`config.mk`:
```
export PLATFORM = sky130hd
export DESIGN_NAME = fetch_queue_flat
export DESIGN_NICKNAME = d
export VERILOG_FILES = /design/src/rtl/fetch_queue_if.sv /design/src/rtl/fetch_queue.sv /design/src/flat_wrapper.sv
export SDC_FILE = /design/constraint.sdc
export NUM_CORES = 1
export LEC_CHECK = 0
export ABC_AREA = 1
export BUFFER_PORTS_ARGS = -buffer_cell sky130_fd_sc_hd__buf_2
export CORE_ASPECT_RATIO = 0.6
export CORE_UTILIZATION = 59
export CTS_BUF_LIST = sky130_fd_sc_hd__clkbuf_8
export DETAILED_ROUTE_END_ITERATION = 10
export GPL_ROUTABILITY_DRIVEN = 0
export PLACE_DENSITY_LB_ADDON = 0.2
export SLEW_MARGIN = 25
export SYNTH_ARGS = -nofsm -noshare
export SYNTH_HDL_FRONTEND = slang
export SYNTH_SLANG_ARGS = --single-unit
```
`constraint.sdc`:
```
create_clock -name clk -period 3 [get_ports clk]
set_input_delay 0.6 -clock clk [delete_from_list [all_inputs] [get_ports clk]]
set_output_delay 0.6 -clock clk [all_outputs]
set_load 0.01 [all_outputs]
```
`src/rtl/fetch_queue_if.sv`:
```
// fetch_queue_if: memory read bus and decode handshake for fetch_queue.
// master = fetch unit side, slave = memory/decode side.
interface fetch_queue_if #(
   parameter int unsigned XLEN = 32
);
   // memory read port
   logic            request;
   logic            we_re;
   logic [3:0]      mask;
   logic [XLEN-1:0] address_out;
   logic            valid;
   logic [31:0]     instruction_fetch;
   // decode handshake
   logic            instr_valid;
   logic            instr_ready;
   logic [31:0]     instruction;
   logic [XLEN-1:0] instr_pc;

   modport master (
      output request, we_re, mask, address_out,
      input  valid, instruction_fetch,
      output instr_valid, instruction, instr_pc,
      input  instr_ready
   );

   modport slave (
      input  request, we_re, mask, address_out,
      output valid, instruction_fetch,
      input  instr_valid, instruction, instr_pc,
      output instr_ready
   );
endinterface

```
`src/rtl/fetch_queue.sv`:
```
// fetch_queue: sequential instruction fetch with a DEPTH-entry prefetch queue.
// Issues word reads while (in flight + buffered) < DEPTH, tags in-order
// responses with their PC, and flushes on redirect. Responses belonging to
// requests issued before a redirect are counted in drop_cnt and discarded.
// Optional feature macro: FETCH_ALIGN_CHECK_EN (misaligned redirect halts fetch
// and raises a sticky flag until the next aligned redirect).
module fetch_queue #(
   parameter int unsigned     XLEN     = 32,
   parameter int unsigned     DEPTH    = 4,
   parameter logic [XLEN-1:0] RESET_PC = '0
) (
   input  logic              clk,
   input  logic              rst,
   fetch_queue_if.master     bus,
   input  logic              redirect,
   input  logic [XLEN-1:0]   redirect_address,
   output logic              misaligned
);

   localparam int unsigned AW = $clog2(DEPTH);
   localparam int unsigned CW = AW + 1;
   localparam logic [CW:0] DEPTH_C = (CW + 1)'(DEPTH);

   logic [XLEN-1:0] pc;
   logic [XLEN-1:0] resp_pc;
   logic [CW-1:0]   inflight;
   logic [CW-1:0]   drop_cnt;
   logic [CW-1:0]   count;
   logic [AW-1:0]   rd_ptr;
   logic [AW-1:0]   wr_ptr;
   logic [XLEN-1:0] pc_mem   [DEPTH];
   logic [31:0]     data_mem [DEPTH];

   logic [CW:0]     occupancy;
   logic            resp;
   logic            drop;
   logic            push;
   logic            pop;
   logic            issue;
   logic            halt;
   logic [XLEN-1:0] target;

`ifdef FETCH_ALIGN_CHECK_EN
   logic misaligned_q;

   assign target     = redirect_address;
   assign halt       = misaligned_q;
   assign misaligned = misaligned_q;

   // sticky flag: set by a misaligned redirect, cleared by an aligned one
   always_ff @(posedge clk or negedge rst) begin
      if (!rst) begin
         misaligned_q <= 1'b0;
      end else if (redirect) begin
         misaligned_q <= (redirect_address[1:0] != 2'b00);
      end
   end
`else
   assign target     = {redirect_address[XLEN-1:2], 2'b00};
   assign halt       = 1'b0;
   assign misaligned = 1'b0;
`endif

   // per-cycle events; a response seen with nothing in flight is ignored
   always_comb begin
      occupancy = {1'b0, inflight} + {1'b0, count};
      resp      = bus.valid && (inflight != '0);
      drop      = resp && (drop_cnt != '0);
      push      = resp && !drop && !redirect;
      pop       = (count != '0) && bus.instr_ready && !redirect;
      issue     = rst && !redirect && !halt && (occupancy < DEPTH_C);
   end

   assign bus.request     = issue;
   assign bus.we_re       = 1'b0;
   assign bus.mask        = 4'b1111;
   assign bus.address_out = pc;
   assign bus.instr_valid = (count != '0);
   assign bus.instruction = data_mem[rd_ptr];
   assign bus.instr_pc    = pc_mem[rd_ptr];

   // control state: PCs, counters, pointers; redirect overrides issue/push/pop
   always_ff @(posedge clk or negedge rst) begin
      if (!rst) begin
         pc       <= RESET_PC;
         resp_pc  <= RESET_PC;
         inflight <= '0;
         drop_cnt <= '0;
         count    <= '0;
         rd_ptr   <= '0;
         wr_ptr   <= '0;
      end else if (redirect) begin
         // everything still outstanding after this cycle's response is stale
         pc       <= target;
         resp_pc  <= target;
         inflight <= inflight - CW'(resp);
         drop_cnt <= drop_cnt + inflight - CW'(resp);
         count    <= '0;
         rd_ptr   <= '0;
         wr_ptr   <= '0;
      end else begin
         if (issue) begin
            pc <= pc + XLEN'(4);
         end
         inflight <= inflight + CW'(issue) - CW'(resp);
         if (drop) begin
            drop_cnt <= drop_cnt - CW'(1);
         end
         if (push) begin
            resp_pc <= resp_pc + XLEN'(4);
            wr_ptr  <= wr_ptr + AW'(1);
         end
         if (pop) begin
            rd_ptr <= rd_ptr + AW'(1);
         end
         count <= count + CW'(push) - CW'(pop);
      end
   end

   // queue storage: {pc, instruction} written at the tail on each live response
   always_ff @(posedge clk or negedge rst) begin
      if (!rst) begin
         for (int unsigned i = 0; i < DEPTH; i++) begin
            pc_mem[i]   <= '0;
            data_mem[i] <= '0;
         end
      end else if (push) begin
         pc_mem[wr_ptr]   <= resp_pc;
         data_mem[wr_ptr] <= bus.instruction_fetch;
      end
   end

endmodule

```
`src/flat_wrapper.sv`:
```
// flat-port wrapper written by rule: the top's interface ports become plain ports
module fetch_queue_flat 
#(
   parameter int unsigned     XLEN     = 32,
   parameter int unsigned     DEPTH    = 4,
   parameter logic [XLEN-1:0] RESET_PC = '0
)
  (clk, rst, redirect, redirect_address, misaligned, bus_request, bus_we_re, bus_mask, bus_address_out, bus_valid, bus_instruction_fetch, bus_instr_valid, bus_instruction, bus_instr_pc, bus_instr_ready);
  fetch_queue_if #(.XLEN(XLEN)) bus_i ();
  input  logic clk;
  input  logic rst;
  input  logic redirect;
  input  logic [XLEN-1:0] redirect_address;
  output logic misaligned;
  output wire logic [$bits(bus_i.request)-1:0] bus_request;
  output wire logic [$bits(bus_i.we_re)-1:0] bus_we_re;
  output wire logic [$bits(bus_i.mask)-1:0] bus_mask;
  output wire logic [$bits(bus_i.address_out)-1:0] bus_address_out;
  input wire logic [$bits(bus_i.valid)-1:0] bus_valid;
  input wire logic [$bits(bus_i.instruction_fetch)-1:0] bus_instruction_fetch;
  output wire logic [$bits(bus_i.instr_valid)-1:0] bus_instr_valid;
  output wire logic [$bits(bus_i.instruction)-1:0] bus_instruction;
  output wire logic [$bits(bus_i.instr_pc)-1:0] bus_instr_pc;
  input wire logic [$bits(bus_i.instr_ready)-1:0] bus_instr_ready;
  assign bus_request = bus_i.request;
  assign bus_we_re = bus_i.we_re;
  assign bus_mask = bus_i.mask;
  assign bus_address_out = bus_i.address_out;
  assign bus_i.valid = bus_valid;
  assign bus_i.instruction_fetch = bus_instruction_fetch;
  assign bus_instr_valid = bus_i.instr_valid;
  assign bus_instruction = bus_i.instruction;
  assign bus_instr_pc = bus_i.instr_pc;
  assign bus_i.instr_ready = bus_instr_ready;
  fetch_queue #(.XLEN(XLEN), .DEPTH(DEPTH), .RESET_PC(RESET_PC)) u_core (.clk(clk), .rst(rst), .bus(bus_i), .redirect(redirect), .redirect_address(redirect_address), .misaligned(misaligned));
endmodule
```
==> metrics <==
synth unique cells=38; Gate Count Post-Synth=1971; clk slew on worst S/H paths=60 ps; clock root buffer=clkbuf_8; PwrDens=863 nW/µm²; WP data arrival=2230 ps; Finish-stage setup viols=0; die span in y=128 µm; Synth Register Bits=321; crit path max fanout=125; fin worst setup slack=167 ps; register area share after synthesis=51.2%; worst-skew pair later-pin latency=600 ps; Detail Route Antenna Nets=0; synthesized area per cell=7.97 µm²; dpl hpwl=26.7 mm; critical path class=reg2out; largest net degree at the start of global routing=155; CTS tree=done; Fmax=353 MHz; WL/cell=16.7 µm; Min-Delay Path Class=in2async; post-cts resize count=0; CP Launch Type=register; vias in the first global route=12.4k; Non-Filler Instances=2484; drt first-iter violations=1750; DRC=0; total wire length=41.5 mm; antenna violations before repair=0; r2r worst-path depth=13; gr ovfl total=0; # diodes=0; most frequent cell after synthesis=nand2_1; commonest cells in the netlist=nand2_1, dfrtp_1, o21ai_0, nor2_1, inv_1; CTS Sinks=321; mapped cell area=15700 µm²; fill cell count=2136; die width=213 µm; H-Tree Level Count=2; total core area=25700 µm²; setup_tns=0 ps; Slew Limit Fails=0; Site Rows=45; nets@finish=2186; Final period util=94.4%; Die Area=27300 µm²; Synthesis Warnings=0; top_reg_cell synth=dfrtp_1; MaxCap Viol Count=0; Tightest Pin Transition=889 ps; status=finished clean; Slew headroom=40.7%; Via-to-Cell Ratio=5.62; Peak VDD IR=0.566 mV; Synth area leaders=dfrtp_1, nand2_1, o21ai_0; number of flops mapped to enable cells by yosys=0; layout cells sized above 1=13.4%; final hold vios=0; Starting Density=61.0%; Total GRT Usage=31.1%; pre-CTS setup slack=413 ps; TritonRoute pass-1 iters=6; I/O Buffers=160; Num CTS Buffers=48; top cell type by total area after synthesis=dfrtp_1; clk_skew=29.6 ps; Layout area overhead=13.0%; hold_buf cts=0; RSZ-0062 raised after global routing=false; asr flop ratio synth=100%; Lkg Pwr=0.00889 µW; dpl cells=2398; clk buf depth=3; first-pass GRT wire length=66.4 mm; minimum clock period=2830 ps; IO Count=173; total number of vias=14.0k; Critical Path End Type=output port; buffer count from post-CTS setup fixing=0; Synth top area share=51.2%; WP data required=2400 ps
## area by class of cell
cell class,count,area (µm²),share of cell area [%]
inverters,139,523,2.95
clock buffers,63,867,4.89
repair buffers,185,1130,6.35
well taps,352,440,2.48
multi-input cells,1401,6570,37.0
clock inverters,23,181,1.02
flip-flops and latches,321,8040,45.3
## metal layers
metal / track usage, % / up-vias / part of all wire, %
li1: - / 6672 / -
met2: 43.3 / 645 / 42
met1: 48.3 / 6569 / 46
met5: 0 / - / 0
met4: 7.45 / 0 / 1.8
met3: 8.13 / 65 / 10
## kinds of logic after synthesis
family                   share of synthesized area, %
buffers and inverters                            7.29
AND/OR/NAND/NOR                                  21.8
AO/OA/AOI/OAI                                    16.3
multiplexers                                   0.0637
adder cells (fa/ha/maj)                          1.82
XOR/XNOR                                         1.51
flip-flops                                       51.2
other                                          0.0478
## worst paths after layout
kind	start	end	slack, ps
worst max register to register	u_core.inflight[1]	u_core.drop_cnt[2]	410
worst max-delay path	u_core.rd_ptr[0]	bus_instr_pc[10]	170
worst min-delay path	rst	u_core.data_mem[8]	120
min in group clk	redirect_address[11]	u_core.bus.address_out[11]	270
max in group asynchronous	rst	u_core.rd_ptr[0]	1590
worst min register to register	u_core.pc_mem[74]	u_core.pc_mem[74]	480
## state kept, by name, summed over array words and instances, names as in the netlist, 3 cells and up
signal and count:
u_core.inflight 3, u_core.data_mem 128, u_core.bus.address_out 30, u_core.count 3, u_core.pc_mem 120, u_core.drop_cnt 3, u_core.resp_pc 30
## power breakdown
part	internal, µW	switching [µW]
combinational	2000	3310
sequential	5390	729
clock	2140	1740
total	9540	5780
## critical path: stages (launching register included)
cell     delay (ps)
dfrtp_4         430
buf_12          430
o21ai_0         170
o22ai_1         380
buf_2           210
## layout by cell type (no fill, tap or decap), drive strengths merged
| cell | count |
|---|---|
| a21oi | 4 |
| xor2 | 19 |
| conb | 10 |
| clkinv | 11 |
| nand3b | 1 |
| a31oi | 2 |
| nand2 | 542 |
| nor3b | 1 |
| a21bo | 1 |
| o21bai | 1 |
| nor2 | 218 |
| inv | 148 |
| nor3 | 2 |
| buf | 185 |
| fa | 3 |
| and2 | 2 |
| or2 | 1 |
| ha | 18 |
| o22ai | 62 |
| xnor2 | 8 |
| bufinv | 3 |
| o21ai | 402 |
| nand4 | 9 |
| dfrtp | 321 |
| clkbuf | 63 |
| mux2i | 1 |
| o211ai | 15 |
| nand3 | 79 |
## stage by stage
stage	instance area (µm²)	hold WS (ps)	util (%)	total power, µW
final	17700	116	69.0	15300
after global routing	17700	121	69.0	16400
after CTS	17700	95.3	68.9	15300
after detailed placement	16700	468	64.9	11500
after global placement	16700	461	64.9	11300
after floorplan	15700	304	-	9470
No activity file was read; power rests on OpenSTA's default activity.
